## config.mk

```make
export PLATFORM = sky130hd
export DESIGN_NAME = uart_tx_engine
export DESIGN_NICKNAME = d
export VERILOG_FILES = /design/src/rtl/uart_pkg.sv /design/src/rtl/uart_tx_shift_reg.sv /design/src/rtl/uart_tx_engine.sv
export SDC_FILE = /design/constraint.sdc
export NUM_CORES = 1
export LEC_CHECK = 0
export CELL_PAD_IN_SITES_DETAIL_PLACEMENT = 1
export CELL_PAD_IN_SITES_GLOBAL_PLACEMENT = 2
export CORE_ASPECT_RATIO = 1.5
export CORE_UTILIZATION = 34
export DETAILED_ROUTE_END_ITERATION = 7
export PLACE_DENSITY = 0.78
export SYNTH_ARGS = -nofsm -noshare
export SYNTH_HDL_FRONTEND = slang
export SYNTH_HIERARCHICAL = 1
export SYNTH_SLANG_ARGS = --single-unit
```

## constraint.sdc

```tcl
create_clock -name clk -period 2.5 [get_ports clk]
set_input_delay 0.75 -clock clk [delete_from_list [all_inputs] [get_ports clk]]
set_output_delay 0.75 -clock clk [all_outputs]
set_load 0.01 [all_outputs]
```

## src/rtl/uart_pkg.sv

```systemverilog
// Shared definitions for the UART transmit engine: state encoding and frame geometry.
package uart_pkg;

    typedef enum logic {
        IDLE = 1'b0,
        SEND = 1'b1
    } tx_state_e;

    localparam int FRAME_LEN = 11;
    localparam int BCNT_W    = 4;

endpackage

```

## src/rtl/uart_tx_shift_reg.sv

```systemverilog
// 11-bit parallel-load / shift-right register; vacated MSB fills with 1 so the line returns to idle.
module uart_tx_shift_reg
    import uart_pkg::*;
(
    input  logic                 clk,
    input  logic                 reset,
    input  logic                 load,
    input  logic                 shift,
    input  logic [FRAME_LEN-1:0] din,
    output logic [FRAME_LEN-1:0] q
);

    always_ff @(posedge clk or posedge reset) begin
        if (reset)
            q <= '1;
        else if (load)
            q <= din;
        else if (shift)
            q <= {1'b1, q[FRAME_LEN-1:1]};
    end

endmodule

```

## src/rtl/uart_tx_engine.sv

```systemverilog
// UART transmit engine: assembles a start/data/parity/stop frame and shifts it out LSB first on BTU.
module uart_tx_engine
    import uart_pkg::*;
(
    input  logic       clk,
    input  logic       reset,
    input  logic       LOAD,
    input  logic [7:0] OUT_PORT,
    input  logic       EIGHT,
    input  logic       PEN,
    input  logic       OHEL,
    input  logic       BTU,
    output logic       DOIT,
    output logic       TX,
    output logic       TXRDY
);

    tx_state_e             state, next_state;
    logic [BCNT_W-1:0]     bit_count;
    logic [FRAME_LEN-1:0]  frame, sr_q;
    logic                  load_en, shift_en, last_bit;
    logic                  p8, p7;

    assign p8 = ^OUT_PORT ^ OHEL;
    assign p7 = ^OUT_PORT[6:0] ^ OHEL;

    always_comb begin
        frame = '1;
        case ({EIGHT, PEN})
            2'b11:   frame = {1'b1, p8,   OUT_PORT[7:0], 1'b0};
            2'b10:   frame = {1'b1, 1'b1, OUT_PORT[7:0], 1'b0};
            2'b01:   frame = {1'b1, 1'b1, p7,   OUT_PORT[6:0], 1'b0};
            default: frame = {1'b1, 1'b1, 1'b1, OUT_PORT[6:0], 1'b0};
        endcase
    end

    // The eleventh bit time ends on the BTU seen while bit_count reads 10.
    assign last_bit = BTU && (bit_count == BCNT_W'(FRAME_LEN - 1));

    always_comb begin
        next_state = state;
        load_en    = 1'b0;
        shift_en   = 1'b0;
        case (state)
            IDLE: begin
                if (LOAD) begin
                    load_en    = 1'b1;
                    next_state = SEND;
                end
            end
            SEND: begin
                shift_en = BTU;
                if (last_bit)
                    next_state = IDLE;
            end
            default: next_state = IDLE;
        endcase
    end

    always_ff @(posedge clk or posedge reset) begin
        if (reset)
            state <= IDLE;
        else
            state <= next_state;
    end

    always_ff @(posedge clk or posedge reset) begin
        if (reset)
            bit_count <= '0;
        else if (load_en)
            bit_count <= '0;
        else if (shift_en)
            bit_count <= bit_count + 1'b1;
    end

    uart_tx_shift_reg u_shift (
        .clk   (clk),
        .reset (reset),
        .load  (load_en),
        .shift (shift_en),
        .din   (frame),
        .q     (sr_q)
    );

    assign TX    = sr_q[0];
    assign DOIT  = (state == SEND);
    assign TXRDY = (state == IDLE);

endmodule

```

==> run_results.csv, run 1 <==
group,metric,value,unit
clock_tree,cts_hold_buf,0,
critical_path,cpPeakStageDelay,0.48,ns
timing,hold_viol,0,
global_routing,antenna_found_initial,0,
critical_path,crit_chain,"clkdlybuf4s50_1, xnor3_1, xor2_1, xnor2_1, a211o_1, nand2_1, o21ai_1",
timing,fin_skew,0.00177,ns
critical_path,cp_num_buf_inv,1,
critical_path,r2r-start,"DOIT",
routing,wl_met2,1.16,mm
place,gp_congestion,0.727,
synthesis,synth_warnings,6,
clock_tree,cts_tree,"done",
critical_path,cp_top_family,"XOR/XNOR gates",
critical_path,crit_arrival,2.40,ns
finish,final_cell_mix,"17 x clkdlybuf4s50_1, 15 x nand2_1, 11 x mux2i_1, 11 x dfstp_2, 9 x o21ai_1",
synthesis,yosys.area.top_type,"dfstp_2",
power_and_ir_drop,power_density,1010,nW/µm²
routing,drtIter0Drc,3,
routing,drt_pass1_iterations,3,
timing,period_needed,2.22,ns
routing,wl_met3,55,µm
clock_tree,clockBufferDepth,2,
place,post-place-ws,-0.000298,ns
critical_path,crit_type,"in2reg",
place,io_buffers,17,
routing,vias_per_cell,4.65,
clock_tree,htreeDepth,1,
clock_tree,clk_latency,0.25,ns
finish,drive_above_1_share,16.8,%
die,fp.coreArea,2650,µm²
power_and_ir_drop,power_leakage,0.566,nW
clock_tree,cts_buffers,3,
clock_tree,cts.sinks,16,
routing,met1Wirelength,659,µm
flow_run,maxCapViolCount,0,
finish,nets,135,
timing,hold_slack,0.515,ns
finish,fin_util,46.0,%
die,io_pins,18,
die,initial_utilization,35.7,%
die,die_h,66.6,µm
critical_path,crit_path_start,"OUT_PORT[5]",
die,die_w,45.1,µm
synthesis,yosysUniqueCellTypes,22,
critical_path,critical_path_required,2.68,ns
routing,top_layer,"met4",
worst_hold_path,hp-class,"reg2reg",
global_routing,grt_pass1_wl,3.35,mm
synthesis,synth.avg_cell_area,10.3,µm²
synthesis,syn_nets,113,
critical_path,start_kind,"primary input",
clock_tree,clk_pin_slew_worst_paths,0.06,ns
timing,fmax,0.450,GHz
routing,drtAntennaViolNets,0,
global_routing,grt_max_degree,23,
worst_hold_path,hp-start,"bit_count[2]",
power_and_ir_drop,ir_worst_vdd,0.301,mV
die,dieArea,3000,µm²
synthesis,ys_ff_latch,16,
finish,syn_to_final_growth,28.8,%
routing,wl,1.93,mm
global_routing,grt_pass1_vias,795,
critical_path,path_max_fanout,2,
synthesis,synth_area_leaders,"dfstp_2 31%, dfrtp_1 13%, mux2i_1 12%",
timing,slew_viol_final,0,
synthesis,yosysSeqAreaShare,43.8,%
timing,finalSetupTns,0,ns
clock_tree,cts_setup_buffers,0,
synthesis,synth_top_area_share,30.6,%
timing,finalWorstSetupSlack,0.277,ns
synthesis,syn-cell-area,946,µm²
clock_tree,cts-root-buf,"clkbuf_8",
place,dp_hpwl,1.58,mm
finish,n_antenna_cell,0,
critical_path,critPathCaptureType,"register",
synthesis,syn-instance-count,92,
routing,wire_per_inst,12.9,µm
timing,rsz0062_at_grt,"no",
finish,final_common_cell,"clkdlybuf4s50_1",
critical_path,worst_path_max_delay_cell,"clkdlybuf4s50_1",
clock_tree,post_cts_resized,0,
timing,setup_viol,0,
global_routing,grt_overflow,0,
routing,drc,0,
power_and_ir_drop,total_power,1.23,mW
die,rows,23,
routing,vias,698,
run_status,status,"finished, final reports clean",
global_routing,grt_use_total,16.0,%
timing,post-route-period-util,88.9,%
==> sequential cells by signal (all words and copies together), names as in the netlist <==
name,flops
bit_count,4
u_shift/q,11
DOIT,1
==> synthesized netlist by cell type <==
cell type / count
xnor3_1: 2
xnor2_2: 1
nand2_1: 15
nor2_1: 1
o21ai_1: 9
a211o_1: 2
xnor2_1: 2
ha_1: 6
o21a_1: 1
dfrtp_1: 5
o21ai_0: 6
nand4_1: 1
conb_1: 2
buf_6: 1
buf_2: 1
mux2i_1: 11
nand3_1: 3
clkbuf_2: 1
xor2_1: 2
inv_1: 8
dfstp_2: 11
and4b_1: 1
==> stage by stage <==
stage | std cells | instance area, µm²
after global placement | 146 | 1160
after floorplan | 92 | 946
after global routing | 150 | 1220
after detailed placement | 146 | 1160
final | 150 | 1220
after CTS | 150 | 1220
==> cell type report <==
class,count,area [µm²]
clock buffer,4,55.1
fill,312,1430
inverter,8,30.0
multi-input combinational,65,480
sequential,16,414
tap,37,46.3
timing repair buffer,20,193
==> worst register-to-register path, cell delays in order (launching register included) <==
cell and delay (ns):
dfrtp_1 0.39, nand2_1 0.15, inv_1 0.06, buf_4 0.20, nand4_1 0.13, mux2i_1 0.22
==> logic make-up (layout without fill, tap and decap cells) <==
family | Yosys count | in the layout | share of synthesized area, %
xor+xnor | 7 | 7 | 10.2
other cells | 2 | 2 | 0.794
fa+ha+maj | 6 | 6 | 7.94
mux | 11 | 11 | 11.6
simple gates | 21 | 21 | 9.66
buf+inv | 11 | 32 | 5.42
flops | 16 | 16 | 43.8
compound gates | 18 | 18 | 10.6
==> report_power, final <==
part	total (mW)	switching, mW	internal, mW
Sequential	0.540	0.0867	0.454
Clock	0.228	0.0882	0.140
Combinational	0.457	0.227	0.230
Total	1.23	0.402	0.824
==> worst paths after layout <==
kind                                end  slack (ns)  cells past startpoint
hold reg to reg            bit_count[2]        0.52                      1
setup reg to reg           bit_count[3]        1.27                      5
setup / recovery           u_shift/q[9]        0.28                      7
hold / removal             bit_count[2]        0.52                      1
min in group asynchronous  bit_count[3]        0.74                      2
max in group asynchronous  u_shift/q[0]        1.36                      2
==> metal layers <==
layer  global-route usage [%]  up-vias
met2                     31.2       17
li1                         -      345
met4                     11.4        0
met5                        0        -
met3                     1.63        4
met1                     14.0      332
Power figures use the tool's default switching activity.
==> run 2: changes to the inputs <==
- GPL_TIMING_DRIVEN: not set -> 0
==> run 2 against run 1 <==
Utilization about the same. Setup slack got worse by 0.015 ns. Sequential share of layout area is essentially flat. Maximum frequency decreased by 0.65%. Critical path type unchanged. Cell count unchanged. Critical endpoint unchanged.
==> run_results.csv, run 2 (synthesized netlist as in run 1, its figures left out) <==
group,metric,value,unit
finish,fillers,315,
place,io_buffers,17,
die,die_h,66.6,µm
finish,finalNonFillerCells,150,
timing,hold_viol,0,
clock_tree,cts_buffers,3,
routing,drc,0,
global_routing,grt_overflow,0,
die,dieArea,3000,µm²
routing,drt_pass1_iterations,4,
run_status,status,"finished, final reports clean",
power_and_ir_drop,seqPwrFrac,44.4,%
die,die_w,45.1,µm
clock_tree,clk_latency,0.24,ns
die,io_pins,18,
global_routing,grt_pass1_wl,2.91,mm
critical_path,critical_path_required,2.67,ns
clock_tree,clk_pin_slew_worst_paths,0.06,ns
power_and_ir_drop,power_leakage,0.567,nW
die,initial_utilization,35.7,%
critical_path,path_max_fanout,2,
power_and_ir_drop,ir_worst_vdd,0.404,mV
power_and_ir_drop,switching_share,31.7,%
finish,top_register,"u_shift/q",
place,dp_hpwl,1.42,mm
finish,drive_above_1_share,16.8,%
timing,setup_viol,0,
finish,final_common_cell,"clkdlybuf4s50_1",
power_and_ir_drop,pwr-share-clk,18.3,%
global_routing,grt_use_total,12.9,%
finish,final_cell_mix,"17 x clkdlybuf4s50_1, 15 x nand2_1, 11 x mux2i_1, 11 x dfstp_2, 9 x o21ai_1",
routing,drtAntennaViolNets,0,
critical_path,r2r_slack,1.27,ns
timing,slew_viol_final,0,
clock_tree,cts_hold_buf,0,
finish,largest_reg_flops,11,
critical_path,crit_arrival,2.40,ns
critical_path,crit_type,"in2reg",
critical_path,critPathCaptureType,"register",
timing,period_needed,2.24,ns
timing,post-route-period-util,89.5,%
finish,fin_util,46.0,%
die,fp.coreArea,2650,µm²
finish,n_antenna_cell,0,
clock_tree,post_cts_resized,0,
clock_tree,clockBufferDepth,2,
clock_tree,cts-root-buf,"clkbuf_8",
timing,fmax,0.447,GHz
critical_path,crit_path_start,"OUT_PORT[1]",
critical_path,r2r-end,"u_shift/q[2]",
die,rows,23,
timing,rsz0062_at_grt,"no",
routing,vias_per_cell,4.59,
routing,wl,1.72,mm
place,dp.cells,146,
clock_tree,cts_setup_buffers,0,
power_and_ir_drop,p_int,0.821,mW
timing,fin_skew,0.000423,ns
place,gp_congestion,0.699,
finish,nets,135,
clock_tree,cts_tree,"done",
clock_tree,htreeDepth,1,
global_routing,grt_pass1_vias,730,
routing,drtIter0Drc,3,
worst_hold_path,hp-class,"reg2reg",
flow_run,maxCapViolCount,0,
power_and_ir_drop,p_sw,0.381,mW
critical_path,crit_path_end,"u_shift/q[9]",
clock_tree,cts.sinks,16,
critical_path,start_kind,"primary input",
global_routing,grt_max_degree,12,
finish,syn_to_final_growth,28.7,%
global_routing,antenna_found_initial,0,
power_and_ir_drop,power_density,987,nW/µm²
routing,wire_per_inst,11.4,µm
power_and_ir_drop,total_power,1.20,mW
critical_path,reg2reg_depth,6,
critical_path,r2r-start,"DOIT",
worst_hold_path,min_path_cells,1,
power_and_ir_drop,p_comb_share,37.3,%
routing,vias,689,
-- run 2: changes by cell type in the layout (fill, tap and decap cells not counted) --
cell	previous run	this run
buf_6	0	1
clkbuf_2	0	1
buf_4	3	0
buf_2	0	1
-- run 2: layout make-up --
| class | count | area [µm²] | share of cell area (%) |
|---|---|---|---|
| Inverter | 8 | 30.0 | 2.47 |
| Sequential cell | 16 | 414 | 34.0 |
| Buffer | 3 | 21.3 | 1.75 |
| Timing Repair Buffer | 17 | 170 | 14.0 |
| Multi-Input combinational cell | 65 | 480 | 39.5 |
| Clock buffer | 4 | 55.1 | 4.52 |
| Tap cell | 37 | 46.3 | 3.80 |
-- run 2: worst min path at each step --
stage / startpoint / end / slack, ns
after floorplan: bit_count[3] / bit_count[3] / 0.44
after global placement: bit_count[3] / bit_count[3] / 0.46
after detailed placement: bit_count[3] / bit_count[3] / 0.47
after CTS: bit_count[3] / bit_count[3] / 0.48
after global routing: bit_count[3] / bit_count[3] / 0.50
final: bit_count[3] / bit_count[3] / 0.48
-- run 2: layer usage --
layer	track usage, %	vias to the layer above	wire length, µm
li1	-	348	-
met1	13.4	326	680
met2	24.3	15	994
met3	1.63	0	40
met4	5.68	0	0
met5	0	-	0
-- run 2: worst max-delay path, stage by stage --
cell and delay [ns]:
clkdlybuf4s50_1 0.48, xnor3_1 0.43, xnor2_2 0.22, xnor2_1 0.12, a211o_1 0.30, nand2_1 0.06, o21ai_1 0.06
-- run 2: stage by stage --
stage                     instance area, µm²  hold slack, ns  setup slack (ns)  TNS (ns)
after floorplan                          946           0.437             0.595         0
after global placement                  1160           0.462            0.0100         0
after detailed placement                1160           0.472          -0.00694  -0.00694
after CTS                               1220           0.481             0.240         0
after global routing                    1220           0.504             0.164         0
final                                   1220           0.477             0.263         0
-- run 2: power by group through the flow --
| stage | registers [mW] | clock network [mW] | logic (mW) |
|---|---|---|---|
| after floorplan | 0.525 | 0 | 0.314 |
| after global placement | 0.534 | 0 | 0.445 |
| after detailed placement | 0.540 | 0 | 0.458 |
| after CTS | 0.535 | 0.230 | 0.460 |
| after global routing | 0.549 | 0.240 | 0.505 |
| final | 0.533 | 0.220 | 0.449 |
==> run 3: changes to the inputs <==
- SETUP_SLACK_MARGIN: not set -> 0.5
==> run 3 against run 2 <==
Worst hold slack about the same. Via count increased by 0.29%. Utilization increased by 0.38 points. Register-to-register slack about the same. Total power decreased by 0.82%. Cell count increased by 0.67%. Clock-buffer cell count unchanged. Routed wire length decreased by 0.29%.
==> run_results.csv, run 3 (synthesized netlist as in run 1, its figures left out) <==
group,metric,value,unit
clock_tree,cts_hold_buf,0,
global_routing,gr-usage-met2,24.6,%
routing,drtAntennaViolNets,0,
power_and_ir_drop,ir_worst_vdd,0.401,mV
place,dp_hpwl,1.42,mm
global_routing,grt_pass1_wl,2.95,mm
timing,fin_skew,0.000484,ns
run_status,status,"finished, final reports clean",
die,fp.coreArea,2650,µm²
clock_tree,cts_buffers,3,
critical_path,crit_type,"in2reg",
finish,final_cell_mix,"15 x nand2_1, 11 x mux2i_1, 11 x dfstp_2, 9 x o21ai_1, 8 x inv_1",
timing,slew_viol_final,0,
power_and_ir_drop,power_leakage,0.601,nW
timing,finalSetupTns,0,ns
routing,drtIter0Drc,5,
timing,period_needed,1.90,ns
routing,drt_pass1_iterations,4,
routing,wl,1.71,mm
routing,vias,691,
place,io_buffers,17,
clock_tree,cts-root-buf,"clkbuf_8",
finish,top_register,"u_shift/q",
die,rows,23,
timing,rsz0062_at_grt,"no",
critical_path,critical_path_required,2.67,ns
clock_tree,htreeDepth,1,
critical_path,r2r_slack,1.28,ns
critical_path,start_kind,"primary input",
power_and_ir_drop,power_density,971,nW/µm²
power_and_ir_drop,total_power,1.19,mW
worst_hold_path,hp-class,"reg2reg",
timing,fmax,0.526,GHz
die,dieArea,3000,µm²
finish,syn_to_final_growth,29.8,%
critical_path,critPathCaptureType,"register",
routing,wire_per_inst,11.3,µm
global_routing,grt_use_total,13.0,%
clock_tree,clk_latency,0.24,ns
finish,nets,136,
global_routing,grt_max_degree,12,
clock_tree,clockBufferDepth,2,
clock_tree,clk_pin_slew_worst_paths,0.06,ns
global_routing,antenna_found_initial,0,
place,gp_congestion,0.699,
flow_run,maxCapViolCount,0,
die,die_w,45.1,µm
global_routing,grt_pass1_vias,737,
critical_path,worst_path_max_delay_cell,"xnor3_2",
critical_path,path_max_fanout,2,
clock_tree,cts.sinks,16,
global_routing,grtUsageMet3,1.63,%
global_routing,use_met1,13.6,%
critical_path,cpPeakStageDelay,0.41,ns
clock_tree,cts_tree,"done",
finish,largest_reg_flops,11,
timing,hold_viol,0,
global_routing,grt_overflow,0,
routing,vias_per_cell,4.58,
global_routing,top_usage_layer,"met2",
finish,final_common_cell,"nand2_1",
place,placed_cell_area,1160,µm²
die,initial_utilization,35.7,%
finish,finish.instance_area,1230,µm²
timing,post-route-period-util,76.0,%
timing,setup_viol,0,
finish,n_antenna_cell,0,
critical_path,crit_chain,"clkdlybuf4s15_1, xnor3_2, xor2_2, xnor2_1, a211o_1, nand2_1, o21ai_1",
die,die_h,66.6,µm
critical_path,crit_arrival,2.07,ns
die,io_pins,18,
routing,drc,0,
finish,drive_above_1_share,22.8,%
==> run 3: cell types whose count changed in the layout (fill, tap and decap cells not counted) <==
cell / before / now
clkdlybuf4s50_1: 17 / 7
clkbuf_2: 1 / 4
dlygate4sd2_1: 0 / 3
clkdlybuf4s15_1: 0 / 2
dlymetal6s2s_1: 0 / 2
xor2_1: 2 / 0
xor2_2: 0 / 2
buf_4: 0 / 1
xnor3_1: 2 / 1
xnor3_2: 0 / 1
==> run 3: path summary, 6_finish.rpt <==
path	start	endpoint	cells past startpoint
worst max-delay path	OUT_PORT[4]	u_shift/q[9]	7
worst max register to register	DOIT	u_shift/q[7]	6
worst min register to register	bit_count[3]	bit_count[3]	1
worst min-delay path	bit_count[3]	bit_count[3]	1
max in group asynchronous	reset	u_shift/q[0]	2
min in group asynchronous	reset	bit_count[2]	2
==> run 3: what timing repair did <==
item / in CTS / in global routing
setup endpoints to repair: 4 / 2
pin swaps: 7 / 8
gates resized for setup: 9 / 12
setup buffers: 1 / 0
==> run 3: critical path: cells and delay by family <==
kind | cells | cell delay [ns]
XOR/XNOR | 3 | 0.71
AO/OA/AOI/OAI | 2 | 0.36
AND/OR/NAND/NOR | 1 | 0.06
buffers and inverters | 1 | 0.20
==> run 3: report_power, final <==
group	total, mW	switching (mW)	internal [mW]
Sequential	0.533	0.0802	0.453
Clock	0.220	0.0806	0.139
Combinational	0.439	0.222	0.218
Total	1.19	0.382	0.810
==> run 3: metrics by stage <==
step | std cells | utilization (%) | setup WS, ns | hold slack [ns]
2_1_floorplan | 92 | - | 0.595 | 0.437
3_3_place_gp | 146 | 43.9 | 0.0100 | 0.462
3_5_place_dp | 146 | 43.9 | -0.00694 | 0.472
4_1_cts | 151 | 45.9 | 0.512 | 0.481
5_1_grt | 151 | 46.4 | 0.528 | 0.504
6_report | 151 | 46.4 | 0.600 | 0.477
==> run 3: layout make-up <==
| type | count | area (µm²) |
|---|---|---|
| Fill cell | 315 | 1420 |
| Multi-Input combinational cell | 65 | 497 |
| Sequential cell | 16 | 414 |
| Timing Repair Buffer | 18 | 164 |
| Clock buffer | 4 | 55.1 |
| Tap cell | 37 | 46.3 |
| Inverter | 8 | 30.0 |
| Buffer | 3 | 21.3 |
==> run 3: metal layers <==
| metal | up-vias | wire (µm) |
|---|---|---|
| met2 | 15 | 988 |
| met1 | 329 | 681 |
| met3 | 0 | 40 |
| met5 | - | 0 |
| li1 | 347 | - |
| met4 | 0 | 0 |
